==> src/rtl/t05_sram_arbiter.sv <==
// t05_sram_arbiter: N-client arbiter onto one request/acknowledge SRAM port.
// Each client gets a one-cycle grant pulse when its request is latched and a
// one-cycle done pulse (with error flag) when the access ends. Acks may take
// any number of cycles; an optional timeout aborts a stuck access.
module t05_sram_arbiter #(
    parameter int N_CLIENTS = 5,
    parameter int ADDR_W    = 32,
    parameter int DATA_W    = 128,
    parameter int ARB_MODE  = 1,
    parameter int TIMEOUT   = 64,
    localparam int IDX_W    = (N_CLIENTS > 1) ? $clog2(N_CLIENTS) : 1
) (
    input  logic                        clk,
    input  logic                        rst,
    input  logic [N_CLIENTS-1:0]        cl_req,
    input  logic [N_CLIENTS-1:0]        cl_we,
    input  logic [N_CLIENTS*ADDR_W-1:0] cl_addr,
    input  logic [N_CLIENTS*DATA_W-1:0] cl_wdata,
    output logic [N_CLIENTS-1:0]        cl_gnt,
    output logic [N_CLIENTS-1:0]        cl_done,
    output logic                        cl_err,
    output logic [DATA_W-1:0]           cl_rdata,
    output logic [IDX_W-1:0]            grant_idx,
    output logic                        busy_o,
    output logic                        mem_req,
    output logic                        mem_we,
    output logic [ADDR_W-1:0]           mem_addr,
    output logic [DATA_W-1:0]           mem_wdata,
    input  logic                        mem_ack,
    input  logic [DATA_W-1:0]           mem_rdata
);

    localparam int CNT_W = (TIMEOUT > 1) ? $clog2(TIMEOUT + 1) : 1;

    localparam logic [1:0] ST_IDLE = 2'd0;
    localparam logic [1:0] ST_BUSY = 2'd1;
    localparam logic [1:0] ST_DONE = 2'd2;

    typedef struct packed {
        logic              we;
        logic [ADDR_W-1:0] addr;
        logic [DATA_W-1:0] wdata;
    } req_t;

    logic [1:0]                         state;
    logic [IDX_W-1:0]                   rr_ptr;
    logic [CNT_W-1:0]                   cnt;
    logic [CNT_W-1:0]                   cnt_inc;
    logic                               timed_out;

    logic [N_CLIENTS-1:0][ADDR_W-1:0]   addr_arr;
    logic [N_CLIENTS-1:0][DATA_W-1:0]   wdata_arr;
    req_t [N_CLIENTS-1:0]               lane_req;
    req_t                               sel_req;

    logic [IDX_W-1:0]                   win;
    logic                               win_vld;
    logic [N_CLIENTS-1:0]               win_oh;
    logic [N_CLIENTS-1:0]               cur_oh;

    // flattened client buses share the packed-array layout (client i at i*W)
    assign addr_arr  = cl_addr;
    assign wdata_arr = cl_wdata;

    // pick the winner: lowest index, or first requester after the RR pointer
    always_comb begin
        logic [IDX_W-1:0] ci;
        int               c;
        win     = '0;
        win_vld = 1'b0;
        ci      = '0;
        c       = 0;
        for (int k = 0; k < N_CLIENTS; k++) begin
            if (ARB_MODE == 0) begin
                c = k;
            end else begin
                c = int'(rr_ptr) + k + 1;
                if (c >= N_CLIENTS) c = c - N_CLIENTS;
            end
            ci = IDX_W'(c);
            if (!win_vld && cl_req[ci]) begin
                win     = ci;
                win_vld = 1'b1;
            end
        end
    end

    // one-hot forms of the new winner and of the client owning the access
    always_comb begin
        win_oh         = '0;
        win_oh[win]    = win_vld;
        cur_oh         = '0;
        cur_oh[grant_idx] = 1'b1;
    end

    // per-client gating so the request mux becomes a flat AND-OR
    for (genvar g = 0; g < N_CLIENTS; g++) begin : g_lane
        assign lane_req[g] = win_oh[g]
                           ? req_t'{we: cl_we[g], addr: addr_arr[g], wdata: wdata_arr[g]}
                           : req_t'('0);
    end

    // OR-reduce the gated lanes into the winning request
    always_comb begin
        logic [IDX_W-1:0] ii;
        sel_req = '0;
        ii      = '0;
        for (int i = 0; i < N_CLIENTS; i++) begin
            ii      = IDX_W'(i);
            sel_req = sel_req | lane_req[ii];
        end
    end

    // timeout fires when this BUSY cycle would bring the count to TIMEOUT
    always_comb begin
        cnt_inc   = cnt + 1'b1;
        timed_out = (TIMEOUT != 0) && (cnt_inc == CNT_W'(TIMEOUT));
    end

    // IDLE -> BUSY -> DONE sequencer; every output is a register
    always_ff @(posedge clk) begin
        if (!rst) begin
            state     <= ST_IDLE;
            rr_ptr    <= IDX_W'(N_CLIENTS - 1);
            cnt       <= '0;
            cl_gnt    <= '0;
            cl_done   <= '0;
            cl_err    <= 1'b0;
            cl_rdata  <= '0;
            grant_idx <= '0;
            busy_o    <= 1'b0;
            mem_req   <= 1'b0;
            mem_we    <= 1'b0;
            mem_addr  <= '0;
            mem_wdata <= '0;
        end else begin
            cl_gnt  <= '0;
            cl_done <= '0;
            cl_err  <= 1'b0;
            case (state)
                ST_IDLE: begin
                    if (win_vld) begin
                        state     <= ST_BUSY;
                        busy_o    <= 1'b1;
                        mem_req   <= 1'b1;
                        mem_we    <= sel_req.we;
                        mem_addr  <= sel_req.addr;
                        mem_wdata <= sel_req.wdata;
                        cl_gnt    <= win_oh;
                        grant_idx <= win;
                        if (ARB_MODE != 0) rr_ptr <= win;
                    end
                end
                ST_BUSY: begin
                    cnt <= cnt_inc;
                    // ack takes precedence over a timeout on the same cycle
                    if (mem_ack) begin
                        state   <= ST_DONE;
                        mem_req <= 1'b0;
                        cl_done <= cur_oh;
                        if (!mem_we) cl_rdata <= mem_rdata;
                    end else if (timed_out) begin
                        state    <= ST_DONE;
                        mem_req  <= 1'b0;
                        cl_done  <= cur_oh;
                        cl_err   <= 1'b1;
                        cl_rdata <= '0;
                    end
                end
                ST_DONE: begin
                    state  <= ST_IDLE;
                    busy_o <= 1'b0;
                    cnt    <= '0;
                end
                default: begin
                    state   <= ST_IDLE;
                    busy_o  <= 1'b0;
                    mem_req <= 1'b0;
                    cnt     <= '0;
                end
            endcase
        end
    end

endmodule

==> config.mk <==
export PLATFORM = sky130hd
export DESIGN_NAME = t05_sram_arbiter
export DESIGN_NICKNAME = d
export VERILOG_FILES = /design/src/rtl/t05_sram_arbiter.sv
export SDC_FILE = /design/constraint.sdc
export NUM_CORES = 1
export LEC_CHECK = 0
export ABC_AREA = 0
export ABC_CLOCK_PERIOD_IN_PS = 5500
export CAP_MARGIN = 10
export CORE_AREA = 5 5 484 486
export CTS_CLUSTER_DIAMETER = 40
export DETAILED_ROUTE_END_ITERATION = 8
export DIE_AREA = 0 0 489 491
export GPL_TIMING_DRIVEN = 1
export PLACE_DENSITY = 0.3
export SETUP_SLACK_MARGIN = 0.1
export SYNTH_ARGS = -nofsm -noshare
export SYNTH_HDL_FRONTEND = slang
export SYNTH_SLANG_ARGS = --single-unit
==> constraint.sdc <==
create_clock -name clk -period 5.5 [get_ports clk]
set_input_delay 1.1 -clock clk [delete_from_list [all_inputs] [get_ports clk]]
set_output_delay 1.1 -clock clk [all_outputs]
set_load 0.01 [all_outputs]
======== Yosys cells after proc, flatten, opt, wreduce, memory -nomap -nowiden ========
Cells that the tools add are included.
storage, ports and cells
  flip-flop bits (word level) ............. 317
  input bits .............................. 941
  output and inout bits ................... 305
  word-level logic and storage cells ...... 125
operators by class
  add/sub/neg operators ................... 14
  magnitude comparators ................... 14
  equal/unequal tests ..................... 6
  mux-type cells .......................... 50
  bitwise operators ....................... 8
  reduce and logical (&&, ||, !) cells .... 20
operators with widths
  operator                                             number
  two-way mux 161 bit                                  5
  OR 161 bit                                           4
  two-way mux 128 bit                                  3
  two-way mux 3 bit                                    10
  < comparator 3 x 4 -> 1 bit, second input constant   7
  adder 4 x 1 -> 5 bit, second input constant          4
  >= comparator 5 x 3 -> 1 bit, second input constant  4
  two-way mux 1 bit                                    16
  binary-select mux 1 bit (select 3 bit)               5
  subtractor 3 bit, second input constant              5
  case mux 7 bit (2 select lines)                      1
  two-way mux 5 bit                                    2
  AND reduction 3 bit                                  3
  adder 3 x 2 -> 4 bit, second input constant          2
  AND reduction 2 bit                                  4
  adder 7 x 1 -> 7 bit, second input constant          1
  == test 7 bit, second input constant                 1
  demux 1 bit (select 3 bit)                           2
  >= comparator 3 x 1 -> 1 bit, second input constant  2
  logical AND 1 bit                                    6
  two-way mux 2 bit                                    3
  bitwise AND 5 bit                                    1
  adder 3 x 1 -> 4 bit, second input constant          1
  adder 3 x 3 -> 4 bit, second input constant          1
  other kinds (13)                                     19

======== Longest topological paths before layout ========
  depth after elaboration ................. 28
  depth in mapped cells ................... 18
  gate-level depth less buffers ........... 12

======== Least setup slack after synthesis ========
OpenSTA, ideal clock, no wires.
  kind .................................... register -> register
  start ................................... register, netlist name grant_idx[1]
  end ..................................... register mem_wdata[29]
  setup time .............................. 0.074 ns
  data arrival time ....................... 3.917 ns
  required time ........................... 5.426 ns
  path slack .............................. 1.509 ns
  stages on the path, launching flop included .. 18
  buffers on the path ..................... 6
  clock period less this slack ............ 3.991 ns
  path through ............................ dfxtp_1 -> clkbuf_1 -> inv_1 -> ha_1 -> buf_2 -> buf_1 -> a31o_2 -> or4_1 -> and4_1 -> o31a_1 -> a32oi_1 -> o22a_2 -> buf_6 -> buf_6 -> buf_2 -> nand2_1 -> a21o_1 -> a31oi_1
RTL lines
  what                    line  RTL
  end signal: assignment  148   mem_wdata <= sel_req.wdata;
  end: declaration        28    output logic [DATA_W-1:0] mem_wdata,

==> results.tsv <==
metric	value	unit
status	finished, final reports clean	
final WL	194000	um
initial antenna violation count	87	
GR Layer Usage met2	0.264	
Clock Skews	0.0759	ns
PortBufs	1245	
post-route ant nets	0	
CTS Sinks	315	
worst-case vdd ir drop	1120	uV
Post-CTS Setup Bufs	0	
CP Capture Type	register	
part of the cycle the worst path needs	0.915	
crit path time final	5.03	ns
most common cell after layout, fill and taps aside	clkdlybuf4s50_1	
Non-Filler Instances	6516	
Num CTS Buffers	107	
register area	0.00631	mm^2
Worst setup SP type	register	
Synth Flop Type	dfxtp_1	
Die H	491	um
syn avg cell area	7.89	um^2
Final nets	4329	
GRT Max-Usage Layer	met2	
Post-Synthesis Cells	2173	
Initial Util	0.0748	
1st-iter DRT viols	1640	
Slew HR	0.349	
routed len/inst	29.7	um
std cell rows	176	
f_max	199	MHz
CP required	6.09	ns
Hold WS	0.456	ns
Max-Cap Viols	0	
H-tree Lvls	3	
Cell Area, Synth	0.0172	mm^2
Worst-Margin Slew	0.977	ns
fillers	25900	
crit path kind	register to register	
Hold Crit Class	register to register	
vias	23700	
DPL Wire Length	158000	um
DRC Markers	0	
footprint of the multi-input gates	0.00987	mm^2
CP Cell Sequence	inv_2 -> ha_1 -> nor2b_1 -> o21ai_0 -> a21boi_1 -> o32ai_1 -> nor4b_4 -> a32oi_1 -> o22ai_4 -> nor2_4 -> buf_12 -> a221oi_1 -> a31oi_1	
distinct cell type count after synthesis	71	
Synth Warn #	0	
post-synthesis register bit count	315	
placed instance count	6296	
DIE AREA	0.240	mm^2
Skew-Pair Late Insertion Delay	0.75	ns
clock buffer depth	3	
top-area cell type share of the netlist area	0.368	
Area after DPL	0.0334	mm^2
cts hold-fix bufs	0	
EDFF count, synth	0	
PostCTS Resize Cnt	0	
Hold Vio Cnt, Final	0	
Pwr Density	777	mW/mm^2
Setup-failing EPs final	0	
met3 Usage GRT	0.0681	
first-pass GRT wire length	250000	um
Total GRT Usage	0.154	
Mapped Nets	3123	
Critical Path AT	5.62	ns
share of layout cells above drive strength 1	0.0841	
post-DR vias/cell	3.63	
CTS root buf	clkbuf_16	
design area	0.0374	mm^2
most frequent cells in the layout	1244 x clkdlybuf4s50_1, 342 x nand2_1, 315 x dfxtp_1	
boundary pin count	1246	
CTS tree	done	
sequential element share of the synthesized area	0.368	
area growth from synthesis to layout	118	%
largest net degree at the start of global routing	129	
async set-reset flop share out of synthesis	0	
total global routing overflow	0	
Yosys top cell by area	dfxtp_1	
die width	489	um
vias in the first global route	24600	
clk slew on worst S/H paths	0.04	ns
crit path max fanout	40	
Critical-path top delay cell	a221oi_1	
Setup TNS Final	0	ns
leakage power	13.0	nW
reg2reg path depth	13	
Worst Hold Depth	2	
gpl congestion	0.847	
crit-path max cell delay	0.90	ns
Synth area leaders	dfxtp_1 37%, a221oi_1 8.2%, nand2_1 7.5%, a21o_1 7.2%, a31oi_1 6.1%	
area of the core	0.229	mm^2
M1 GR Usage	0.177	
unrepaired setup endpoints after global routing	false	
1st-pass router iterations	5	
Max Slew Vio Count	0	
## report_power, final
group / switching [mW] / internal (mW)
clock: 2.03 / 4.59
combinational: 12.3 / 6.63
sequential: 0.514 / 2.99
total: 14.9 / 14.2
## sequential cells by signal (all words and copies together) (netlist names)
signal / flops
mem_addr: 32
rr_ptr: 1
cl_err: 1
cl_rdata: 128
mem_we: 1
busy_o: 1
cl_done: 5
state: 2
cl_gnt: 5
mem_wdata: 128
mem_req: 1
grant_idx: 3
cnt: 7
## path summary, 6_finish.rpt
check               startpoint       endpoint  slack (ns)
setup / recovery  grant_idx[0]  mem_wdata[95]        0.47
hold / removal          busy_o         busy_o        0.46
setup reg to reg  grant_idx[0]  mem_wdata[95]        0.47
hold reg to reg         busy_o         busy_o        0.46
## per-stage QoR
stage	power (mW)	setup slack (ns)	utilization
detailed placement	23.0	0.0693	0.146
finish	29.1	0.466	0.163
global route	31.0	0.158	0.163
floorplan	12.9	1.51	-
global placement	23.1	0.182	0.146
CTS	29.9	0.258	0.163
## per-layer routing
metal  vias to the layer above  part of all wire
met5                         -            0.0026
met4                        74             0.021
met3                       302              0.10
met2                      1173              0.48
met1                     11500              0.40
li1                      10600                 -
## critical path, delay by kind of cell, from the launching register on
family,cells,cell delay [ns]
adder cells (fa/ha/maj),1,0.48
AO/OA/AOI/OAI,7,2.49
AND/OR/NAND/NOR,3,1.05
flip-flops,1,0.36
buffers and inverters,2,0.34
## cell usage after synthesis (all sizes together), types with 3 or more instances
library cell,number
a31oi,166
clkbuf,140
buf,96
nand3b,3
a22o,3
a21oi,106
nor3,10
nand3,171
a221oi,161
xor2,6
nor2,26
a22oi,129
dfxtp,315
o21bai,4
and4,3
inv,7
a21o,164
nand4,6
and2,3
nor2b,135
nand2b,10
o21a,3
or3,7
and3,3
a21boi,3
ha,9
a211oi,3
o2111ai,4
mux2i,11
nand2,343
nor4,6
o21ai,83
## logic make-up after synthesis
group | share of synthesized area
and+or+nand+nor | 0.205
adders and majority gates | 0.00657
xor gates and xnor gates | 0.00409
AOI/OAI and AO/OA | 0.346
buffers and inverters | 0.0624
DFF | 0.368
muxes | 0.00773
## layout make-up
type                    instances  share of cell area
repair buffers               1333               0.360
multi-input cells            1614               0.264
flip-flops and latches        315               0.169
well taps                    3026               0.101
clock buffers                 160              0.0855
clock inverters                41              0.0191
diodes                         19             0.00127
inverters                       8            0.000803
(Power assumes the default switching activity.)
